**config.mk**
```make
export PLATFORM = sky130hd
export DESIGN_NAME = burst_frame_packer_flat
export DESIGN_NICKNAME = d
export VERILOG_FILES = /design/src/rtl/burst_frame_packer_if.sv /design/src/rtl/burst_frame_packer.sv /design/src/flat_wrapper.sv
export SDC_FILE = /design/constraint.sdc
export NUM_CORES = 1
export LEC_CHECK = 0
export ABC_AREA = 1
export BUFFER_PORTS_ARGS = -buffer_cell sky130_fd_sc_hd__buf_2
export CORE_ASPECT_RATIO = 0.9
export CORE_MARGIN = 4
export CORE_UTILIZATION = 53
export DETAILED_ROUTE_END_ITERATION = 10
export MAX_ROUTING_LAYER = met4
export PLACE_DENSITY = 0.79
export SLEW_MARGIN = 40
export SYNTH_ARGS = -nofsm -noshare
export SYNTH_HDL_FRONTEND = slang
export SYNTH_SLANG_ARGS = --single-unit
```
**constraint.sdc**
```tcl
create_clock -name clk -period 1.29 [get_ports clk]
set_input_delay 0.1935 -clock clk [delete_from_list [all_inputs] [get_ports clk]]
set_output_delay 0.1935 -clock clk [all_outputs]
set_load 0.1 [all_outputs]
```
**src/rtl/burst_frame_packer_if.sv**
```systemverilog
// Capture/drain handshake bundle for burst_frame_packer.
// Optional out_sum member is present only when BURST_FRAME_SUM_EN is defined.
interface burst_frame_packer_if #(
  parameter int DW    = 4,
  parameter int DEPTH = 8
);
  localparam int PW = $clog2(DEPTH);

  logic          start;
  logic          in_valid;
  logic [DW-1:0] in_data;
  logic          busy;
  logic          out_valid;
  logic          out_ready;
  logic [DW-1:0] out_data;
  logic          out_sof;
  logic          out_eof;
  logic          done;
`ifdef BURST_FRAME_SUM_EN
  logic [DW+PW-1:0] out_sum;
`endif

  modport master (
    output start, in_valid, in_data, out_ready,
`ifdef BURST_FRAME_SUM_EN
    input  out_sum,
`endif
    input  busy, out_valid, out_data, out_sof, out_eof, done
  );

  modport slave (
    input  start, in_valid, in_data, out_ready,
`ifdef BURST_FRAME_SUM_EN
    output out_sum,
`endif
    output busy, out_valid, out_data, out_sof, out_eof, done
  );
endinterface

```
**src/rtl/burst_frame_packer.sv**
```systemverilog
// Captures DEPTH samples into a register buffer, then replays them as a framed
// valid/ready stream. Define BURST_FRAME_SUM_EN to add the out_sum accumulator.
module burst_frame_packer #(
  parameter int DW    = 4,
  parameter int DEPTH = 8
) (
  input  logic                 clk,
  input  logic                 rstn,
  burst_frame_packer_if.slave  bus
);
  localparam int PW = $clog2(DEPTH);
  localparam logic [PW-1:0] ZERO_PTR = {PW{1'b0}};
  localparam logic [PW-1:0] ONE_PTR  = PW'(1);
  localparam logic [PW-1:0] LAST_PTR = PW'(DEPTH - 1);

  typedef enum logic [1:0] {
    IDLE  = 2'd0,
    FILL  = 2'd1,
    DRAIN = 2'd2
  } state_t;

  state_t        state_r;
  state_t        state_s;
  logic [PW-1:0] wr_ptr_r;
  logic [PW-1:0] rd_ptr_r;
  logic [DW-1:0] buf_r [DEPTH];
  logic          done_r;
  logic          start_acc_s;
  logic          wr_en_s;
  logic          last_wr_s;
  logic          accept_s;
  logic          last_rd_s;

  // Handshake qualifiers and next-state selection
  always_comb begin
    start_acc_s = 1'b0;
    wr_en_s     = 1'b0;
    last_wr_s   = 1'b0;
    accept_s    = 1'b0;
    last_rd_s   = 1'b0;
    state_s     = state_r;
    case (state_r)
      IDLE: begin
        if (bus.start) begin
          start_acc_s = 1'b1;
          state_s     = FILL;
        end else begin
          state_s = IDLE;
        end
      end
      FILL: begin
        wr_en_s   = bus.in_valid;
        last_wr_s = bus.in_valid && (wr_ptr_r == LAST_PTR);
        if (last_wr_s) begin
          state_s = DRAIN;
        end else begin
          state_s = FILL;
        end
      end
      DRAIN: begin
        accept_s  = bus.out_ready;
        last_rd_s = bus.out_ready && (rd_ptr_r == LAST_PTR);
        if (last_rd_s) begin
          state_s = IDLE;
        end else begin
          state_s = DRAIN;
        end
      end
      default: begin
        state_s = IDLE;
      end
    endcase
  end

  // State, pointers and done pulse
  always_ff @(posedge clk or negedge rstn) begin
    if (!rstn) begin
      state_r  <= IDLE;
      wr_ptr_r <= ZERO_PTR;
      rd_ptr_r <= ZERO_PTR;
      done_r   <= 1'b0;
    end else begin
      state_r <= state_s;
      done_r  <= last_rd_s;
      if (start_acc_s) begin
        wr_ptr_r <= ZERO_PTR;
      end else if (wr_en_s && !last_wr_s) begin
        wr_ptr_r <= wr_ptr_r + ONE_PTR;
      end else begin
        wr_ptr_r <= wr_ptr_r;
      end
      // rd_ptr returns to 0 both when a frame is armed and when it completes
      if (last_wr_s || last_rd_s) begin
        rd_ptr_r <= ZERO_PTR;
      end else if (accept_s) begin
        rd_ptr_r <= rd_ptr_r + ONE_PTR;
      end else begin
        rd_ptr_r <= rd_ptr_r;
      end
    end
  end

  // Sample buffer; contents survive between bursts and clear only on reset
  always_ff @(posedge clk or negedge rstn) begin
    if (!rstn) begin
      for (int i = 0; i < DEPTH; i++) begin
        buf_r[i] <= {DW{1'b0}};
      end
    end else if (wr_en_s) begin
      buf_r[wr_ptr_r] <= bus.in_data;
    end else begin
      buf_r <= buf_r;
    end
  end

  assign bus.busy      = (state_r != IDLE);
  assign bus.out_valid = (state_r == DRAIN);
  assign bus.out_data  = buf_r[rd_ptr_r];
  assign bus.out_sof   = (state_r == DRAIN) && (rd_ptr_r == ZERO_PTR);
  assign bus.out_eof   = (state_r == DRAIN) && (rd_ptr_r == LAST_PTR);
  assign bus.done      = done_r;

`ifdef BURST_FRAME_SUM_EN
  localparam int SW = DW + PW;
  logic [SW-1:0] sum_r;

  // Running sum of the samples captured in the current burst
  always_ff @(posedge clk or negedge rstn) begin
    if (!rstn) begin
      sum_r <= {SW{1'b0}};
    end else if (start_acc_s) begin
      sum_r <= {SW{1'b0}};
    end else if (wr_en_s) begin
      sum_r <= sum_r + SW'(bus.in_data);
    end else begin
      sum_r <= sum_r;
    end
  end

  assign bus.out_sum = sum_r;
`endif
endmodule

```
**src/flat_wrapper.sv**
```systemverilog
// flat-port wrapper written by rule: the top's interface ports become plain ports
module burst_frame_packer_flat 
#(
  parameter int DW    = 4,
  parameter int DEPTH = 8
)
  (clk, rstn, bus_start, bus_in_valid, bus_in_data, bus_out_ready, bus_busy, bus_out_valid, bus_out_data, bus_out_sof, bus_out_eof, bus_done);
  burst_frame_packer_if #(.DW(DW), .DEPTH(DEPTH)) bus_i ();
  input  logic clk;
  input  logic rstn;
  input wire logic [$bits(bus_i.start)-1:0] bus_start;
  input wire logic [$bits(bus_i.in_valid)-1:0] bus_in_valid;
  input wire logic [$bits(bus_i.in_data)-1:0] bus_in_data;
  input wire logic [$bits(bus_i.out_ready)-1:0] bus_out_ready;
  output wire logic [$bits(bus_i.busy)-1:0] bus_busy;
  output wire logic [$bits(bus_i.out_valid)-1:0] bus_out_valid;
  output wire logic [$bits(bus_i.out_data)-1:0] bus_out_data;
  output wire logic [$bits(bus_i.out_sof)-1:0] bus_out_sof;
  output wire logic [$bits(bus_i.out_eof)-1:0] bus_out_eof;
  output wire logic [$bits(bus_i.done)-1:0] bus_done;
  assign bus_i.start = bus_start;
  assign bus_i.in_valid = bus_in_valid;
  assign bus_i.in_data = bus_in_data;
  assign bus_i.out_ready = bus_out_ready;
  assign bus_busy = bus_i.busy;
  assign bus_out_valid = bus_i.out_valid;
  assign bus_out_data = bus_i.out_data;
  assign bus_out_sof = bus_i.out_sof;
  assign bus_out_eof = bus_i.out_eof;
  assign bus_done = bus_i.done;
  burst_frame_packer #(.DW(DW), .DEPTH(DEPTH)) u_core (.clk(clk), .rstn(rstn), .bus(bus_i));
endmodule
```
After elaboration in Yosys (flattened, before gate mapping)
Index checks and enable logic that the tools add are counted.
{"block": "word_totals", "output_inout_bits": 9, "regBits": 41, "inputBits": 9}
{"block": "classes", "muxes": 20, "n_reduce_logical": 13, "n_eq_ne": 4, "add_sub_neg": 2, "n_bitwise": 2, "magnitude_cmp": 3}
{"operator": "$bwmux W32", "n": 1}
{"operator": "$bmux W4 S3", "n": 1}
{"operator": "$demux W4 S3", "n": 1}
{"operator": "$mux W3", "n": 4}
{"operator": "$mux W4", "n": 3}
{"operator": "$ge A4 B4 Y1 const B", "n": 2}
{"operator": "$not A3 Y4", "n": 2}
{"operator": "$mux W1", "n": 7}
{"operator": "$add A3 B1 Y3 const B", "n": 2}
{"operator": "$eq A3 B3 Y1 const B", "n": 2}
{"operator": "$logic_and A1 B1 Y1", "n": 6}
{"operator": "$pmux W2 S3", "n": 1}
{"operator": "$reduce_bool A2 Y1", "n": 3}
{"operator": "$lt A4 B1 Y1 const B", "n": 1}
{"operator": "$mux W2", "n": 2}
{"operator": "$logic_not A3 Y1", "n": 1}
{"operator": "$eq A2 B1 Y1 const B", "n": 1}
{"operator": "$eq A2 B2 Y1 const B", "n": 1}
{"operator": "$logic_not A2 Y1", "n": 1}
{"operator": "$logic_not A1 Y1", "n": 1}
{"operator": "$logic_or A1 B1 Y1", "n": 1}

Logic depth before layout (Yosys ltp)
Gate-level depths: netlist of run 1.
{"block": "logic_depth", "ltp_word": 7, "depth_mapped": 8, "depth_no_buf": 6}

Worst setup path after synthesis of run 1
OpenSTA, ideal clock, no wires.
{"block": "synth_path", "path_type": "reg-to-output", "startpoint": "reg u_core.state_r[0]", "endpoint": "out bus_out_eof", "setup_slack_ns": -2.245, "required_ns": 1.097, "path_stages_with_launch": 4, "t_arrival_ns": 3.342, "cell_sequence": "dfrtp_1 -> nor2_1 -> inv_1 -> nor2_1"}
{"block": "synth_via", "elab_chain_cells": 2}
{"element": "from (decl)", "line": "burst_frame_packer.sv:22", "rtl": "state_t state_r;"}
{"element": "from (signal assigned)", "line": "burst_frame_packer.sv:83", "rtl": "state_r <= state_s;"}
{"element": "$eq A2 B2 Y1"}
{"element": "net bus_out_valid", "line": "flat_wrapper.sv:16", "rtl": "output wire logic [$bits(bus_i.out_valid)-1:0] bus_out_valid;"}
{"element": "$logic_and A1 B1 Y1", "line": "burst_frame_packer.sv:120", "rtl": "assign bus.out_eof = (state_r == DRAIN) && (rd_ptr_r == LAST_PTR);"}
{"element": "to (decl)", "line": "flat_wrapper.sv:19", "rtl": "output wire logic [$bits(bus_i.out_eof)-1:0] bus_out_eof;"}
The timed path passes the listed nets, and every way through them passes these cells.

Worst setup path in the final report of run 1
{"block": "layout_path", "startpoint": "reg u_core.rd_ptr_r[0]", "endpoint": "out bus_out_data[3]"}
{"block": "layout_via", "elab_chain_cells": 4}
{"element": "from (decl)", "line": "burst_frame_packer.sv:25", "rtl": "logic [PW-1:0] rd_ptr_r;"}
{"element": "from (signal assigned)", "line": "burst_frame_packer.sv:96", "rtl": "rd_ptr_r <= rd_ptr_r + ONE_PTR;"}
{"element": "from (signal assigned)", "line": "burst_frame_packer.sv:98", "rtl": "rd_ptr_r <= rd_ptr_r;"}
{"element": "$not A3 Y4 (not written as such)", "line": "burst_frame_packer.sv:118", "rtl": "assign bus.out_data = buf_r[rd_ptr_r];"}
{"element": "$bmux W4 S3", "line": "burst_frame_packer.sv:118"}
{"element": "$mux W4 (not written as such) (2 in a row)", "line": "burst_frame_packer.sv:118"}
{"element": "to (decl)", "line": "flat_wrapper.sv:17", "rtl": "output wire logic [$bits(bus_i.out_data)-1:0] bus_out_data;"}
Every way passes these cells. The select of a mux whose other input is x is not followed.

==> results of run 1 <==
[how the worst max path moves through the flow]
stage / to / slack (ns) / cells after the start
2_1_floorplan: bus_out_eof / -0.55 / 3
3_3_place_gp: bus_out_data[3] / -0.10 / 7
3_5_place_dp: bus_out_data[3] / -0.13 / 7
4_1_cts: bus_out_data[3] / -0.41 / 7
5_1_grt: bus_out_data[2] / -0.47 / 7
6_report: bus_out_data[3] / -0.41 / 7
[cell type report]
class	instances	area (um2)	area share
multi-input combinational	196	1152	0.3893
sequential	41	1031	0.3483
timing repair buffer	41	426.7	0.1441
inverter	43	176.4	0.05959
clock buffer	7	86.33	0.02916
tap	46	57.56	0.01944
clock inverter	1	30.03	0.01014
[kinds of logic (layout without fill, tap and decap cells)]
logic type	Yosys count	count (layout)	share of synthesized area
fa+ha+maj	5	5	0.02890
simple gates	163	163	0.3416
buf+inv	51	92	0.09075
compound gates	28	28	0.06474
flops	41	41	0.4740
[flip-flops by register name, indices dropped and copies added (netlist names)]
| register | count |
|---|---|
| u_core.rd_ptr_r | 3 |
| u_core.wr_ptr_r | 3 |
| u_core.state_r | 2 |
| u_core.bus.done | 1 |
| u_core.buf_r | 32 |
[power by group through the flow]
stage	sequential, uW	combinational [uW]	clock [uW]
2_1_floorplan	2080	2400	0
3_3_place_gp	2070	3250	0
3_5_place_dp	2100	3300	0
4_1_cts	2070	3450	1070
5_1_grt	2160	4060	1140
6_report	2110	3750	1070
[cells in the final DEF (no fill, tap or decap), drive strengths merged]
cell / synthesis / routed
ha: 5 / 5
nand4: 2 / 2
o21ai: 28 / 28
nand2: 112 / 112
bufinv: 0 / 1
nor2: 15 / 15
inv: 42 / 43
dfrtp: 41 / 41
dlygate4sd3: 0 / 1
nand3: 34 / 34
buf: 4 / 40
clkbuf: 4 / 7
[metal layers]
layer	vias to the layer above	share of wire	wire, um	track usage
met3	13	0.075	412	0.04783
met1	915	0.44	2433	0.3097
met4	0	0.022	119	0.08297
met5	-	0	0	-
met2	84	0.46	2545	0.3470
li1	972	-	-	-
[per-stage QoR]
stage,hold WS [ns],worst slack (ns),instances,setup TNS [ns]
2_1_floorplan,-0.1021,-0.5510,288,-1.802
3_3_place_gp,0.1800,-0.1033,355,-0.4777
3_5_place_dp,0.1800,-0.1317,355,-0.7231
4_1_cts,0.1753,-0.4095,368,-2.483
5_1_grt,0.2009,-0.4738,375,-4.350
6_report,0.1810,-0.4133,375,-3.141
[critical path, delay by kind of cell, from the launching register on]
kind / cells / cell delay, ns
flops: 1 / 0.47
simple gates: 5 / 0.41
buf+inv: 2 / 0.33
[timing repair]
action,in CTS,in global routing
setup endpoints to repair,13,48
hold endpoints to repair,41,0
setup buffers,4,7
pin swaps,4,17
resized for setup,13,28
hold buffers,1,0
gates cloned,0,0
==> metrics, run 1 <==
asr flop ratio synth 1.000; DP HPWL 3600 um; Worst R2R Setup Slack -0.16 ns; Required @ worst endpoint 1.10 ns; crit path capture type primary output; number of flops mapped to enable cells by yosys 0; Rows 21; worst-skew pair later-pin latency 0.29 ns; synthesis-to-layout area growth 36.76%; Slew headroom 0.6792; Final Max Slew Viols 0; Synth Register Bits 41; r2r endpoint u_core.state_r[1]$_DFF_PN0_; drt total wl 5510 um; pwr/cell area 2339 nW/um2; I/O Buffers 17; layout cells sized above 1 0.3040; syn nets 302; Max Cap Viol 0; hold crit path type input port to register; Final Skew 0.007304 ns; Die H 68.63 um; RD Place Congestion 0.8714; top post-synthesis cells by area dfrtp_1, nand2_1, nand3_1; switching share of total power 0.4440; Worst Reg-to-Reg Cells 8; Post-synth top cells nand2_1, dfrtp_1, inv_1; H-tree depth 2; GRT Overall Usage 0.2306; min Tclk post-route 1.703 ns; Internal Power 3850 uW; clock share of power 0.154; Worst Tran Pin Value 0.4845 ns; max incr delay on CP 0.47 ns; via count 1984; Arr. time, crit path 1.51 ns; Switch Pwr 3074 uW; Synth Area per Inst 7.516 um2; maximum vdd drop 0.001287 V; Hold Crit Depth 3; beginning of the critical path u_core.rd_ptr_r[0]$_DFFE_PN0P_; initial antenna violation count 0; crit path max fanout 12; Leak Pwr 0.001444 uW; wire per inst 14.69 um; area leader, netlist dfrtp_1; Initial DRT Pass Iterations 4; synth warn 0; I/O pin total 18; Die Wd 75.37 um; area share of the leading cell type in the synthesized netlist 0.4740; post-route standard cell area excluding fillers 2960 um2; Num Clock Sinks 41; critical path cell sequence buf_6 -> nand2_1 -> nand3_1 -> nand2_1 -> nand2_2 -> nand2_8 -> buf_12; maximum clock rate 0.5871 GHz; Root Buffer clkbuf_8; total die area 5172 um2; clk slew on worst S/H paths 0.07 ns; worst reg2reg startpoint u_core.rd_ptr_r[0]$_DFFE_PN0P_; Longest Clk Path Bufs 2; Core Box Area 3836 um2; sequential fraction of the synthesis area 0.4740; Setup WS post-layout -0.4133 ns; Inserted Diodes 0; Comb pwr share 0.542; Worst path slowest cell dfrtp_2; fillers 247; nets@finish 342; Post-Syn Instances 288; sequential share of power 0.305; total power 6924 uW; Worst Setup Start Kind register; hold path endpoint u_core.bus.done$_DFF_PN0_; Yosys cell types 15; Num CTS Buffers 5; post-place instance area 2619 um2; TritonCTS clock tree yes; via/cell ratio 5.291; RSZ-0062 raised after global routing yes; HP Start bus_out_ready; Final Cycle Share 1.320; DRC 0; Routed Antenna Nets 0; initial DRC count 193; Hold Fails Final Rpt 0; largest net degree at the start of global routing 42; Final setup viols 13; grt total ovfl 0; crit path kind register to primary output; first-pass GRT wire length 8562 um; Post-synth top flop dfrtp_1; Critical Path Most Common Cell nand2_1; most common cell in the netlist nand2_1; outcome complete, but fails checks; failing checks setup timing; synthesized cell area 2165 um2; vias in the first global route 1860; final core utilization 0.7717; Initial Util 0.5643
(Power assumes the default switching activity.)
==> run 2, diff against run 1 <==
Settings changed: TNS_END_PERCENT set to 10.
==> run 2 against run 1 <==
Against the previous run: the flow still finishes with violations (setup timing); cell count shrank 2.4%; die area is the same; hold slack lost 0.016 ns; clock skew grew 0.0028 ns; clock power is essentially flat; routed wire length shrank 13%; critical endpoint is now bus_out_data[1].
==> metrics, run 2 (synthesis results as in run 1) <==
outcome complete, but fails checks; failing checks setup timing; first-pass GRT wire length 8066 um; Leak Pwr 0.001381 uW; Final Skew 0.01010 ns; Hold Fails Final Rpt 0; worst reg2reg startpoint u_core.wr_ptr_r[0]$_DFFE_PN0P_; Slew headroom 0.6792; Rows 21; Inserted Diodes 0; critical path cell sequence buf_6 -> nand2_1 -> nand3_2 -> nand2_1 -> nand2_1 -> nand2_2 -> buf_12; nets@finish 333; RSZ-0062 raised after global routing yes; commonest non-fill, non-tap cells in the layout nand2_1, dfrtp_1, inv_1, nand3_1, o21ai_0; Final Max Slew Viols 0; Root Buffer clkbuf_8; min Tclk post-route 1.653 ns; DRC 0; Final setup viols 11; maximum vdd drop 0.001331 V; commonest non-fill, non-tap cell in the layout nand2_1; GRT Overall Usage 0.2133; maximum clock rate 0.6049 GHz; HP Start bus_out_ready; Worst path slowest cell dfrtp_2; Worst Tran Pin Value 0.4845 ns; grt total ovfl 0; Hold Crit Depth 3; worst-skew pair later-pin latency 0.29 ns; Critical Path Most Common Cell nand2_1; Arr. time, crit path 1.46 ns; hold crit path type input port to register; initial DRC count 176; post-place instance area 2526 um2; max incr delay on CP 0.45 ns; Longest Clk Path Bufs 2; wire per inst 13.13 um; I/O pin total 18; Final Cycle Share 1.282; H-tree depth 2; FF+latch area 1028 um2; Required @ worst endpoint 1.10 ns; Worst Setup Start Kind register; synthesis-to-layout area growth 25.32%; Initial DRT Pass Iterations 4; Largest regs u_core.buf_r x32, u_core.rd_ptr_r x3, u_core.wr_ptr_r x3; pwr/cell area 2328 nW/um2; Top reg by flops u_core.buf_r; largest net degree at the start of global routing 29; initial antenna violation count 0; fillers 316; Die Wd 75.37 um; r2r endpoint u_core.wr_ptr_r[0]$_DFFE_PN0P_; via count 1855; # Post-CTS Setup Buffers 0; Core Box Area 3836 um2; vias in the first global route 1804; hold path endpoint u_core.bus.done$_DFF_PN0_; Die H 68.63 um; Largest register FFs 32; drt total wl 4804 um; Routed Antenna Nets 0; Initial Util 0.5643; RD Place Congestion 0.8856; via/cell ratio 5.068; clk slew on worst S/H paths 0.08 ns; layout cells sized above 1 0.2125; final core utilization 0.7071; post-route standard cell area excluding fillers 2713 um2; Setup WS post-layout -0.3632 ns; Worst R2R Setup Slack -0.05 ns; Num Clock Sinks 41; TritonCTS clock tree yes; total die area 5172 um2; DP HPWL 3559 um; crit path capture type primary output; I/O Buffers 17; Multi-input gate area 997.2 um2; Num CTS Buffers 5; crit path max fanout 12; Max Cap Viol 0; crit path kind register to primary output; Worst Reg-to-Reg Cells 6
==> run 2: how the worst max path moves through the flow <==
stage | start | end | slack [ns] | cells past startpoint
global placement | u_core.rd_ptr_r[0]$_DFFE_PN0P_ | bus_out_data[0] | -0.06 | 7
global route | u_core.rd_ptr_r[0]$_DFFE_PN0P_ | bus_out_data[0] | -0.44 | 7
floorplan | u_core.state_r[0]$_DFF_PN0_ | bus_out_eof | -0.55 | 3
finish | u_core.rd_ptr_r[0]$_DFFE_PN0P_ | bus_out_data[1] | -0.36 | 7
detailed placement | u_core.rd_ptr_r[1]$_DFFE_PN0P_ | bus_out_sof | -0.10 | 5
CTS | u_core.rd_ptr_r[0]$_DFFE_PN0P_ | bus_out_data[1] | -0.37 | 8
==> run 2: stage by stage <==
stage                     TNS, ns  hold WS (ns)  worst slack (ns)  power [uW]  cells
after global routing       -3.749        0.2086           -0.4357        6734    366
after floorplan            -3.905       -0.1021           -0.5510        4155    288
after detailed placement  -0.5523        0.1167           -0.1022        5138    356
after CTS                  -2.341        0.1628           -0.3686        6287    365
final                      -2.324        0.1649           -0.3632        6315    366
after global placement    -0.2980        0.1147          -0.06173        5031    356
==> run 2: area by class of cell <==
class / count / share of cell area
Sequential cell: 41 / 0.3792
Multi-Input combinational cell: 196 / 0.3676
Timing Repair Buffer: 32 / 0.1282
Inverter: 43 / 0.06089
Clock buffer: 7 / 0.03183
Tap cell: 46 / 0.02122
Clock inverter: 1 / 0.01107
==> run 2: worst max-delay path, delay by kind of cell (launching register included) <==
kind / cells / cell delay [ns]
buf+inv: 2 / 0.33
flops: 1 / 0.45
simple gates: 5 / 0.38
==> run 2: power by group <==
group          switching (uW)  internal, uW
sequential                241          1850
clock                     433           631
combinational            2050          1110
==> run 2: timing repair <==
action	CTS	global route
endpoints found under the hold margin	13	0
pin swaps	2	6
resized for setup	14	6
hold buffers	1	0
setup endpoints to repair	11	39
gates cloned	0	1
==> run 2: per-layer routing <==
layer / GRT usage / wire length [um]
met3: 0.03913 / 229
met5: - / 0
met2: 0.3384 / 2231
met4: 0.05895 / 49
met1: 0.2822 / 2294
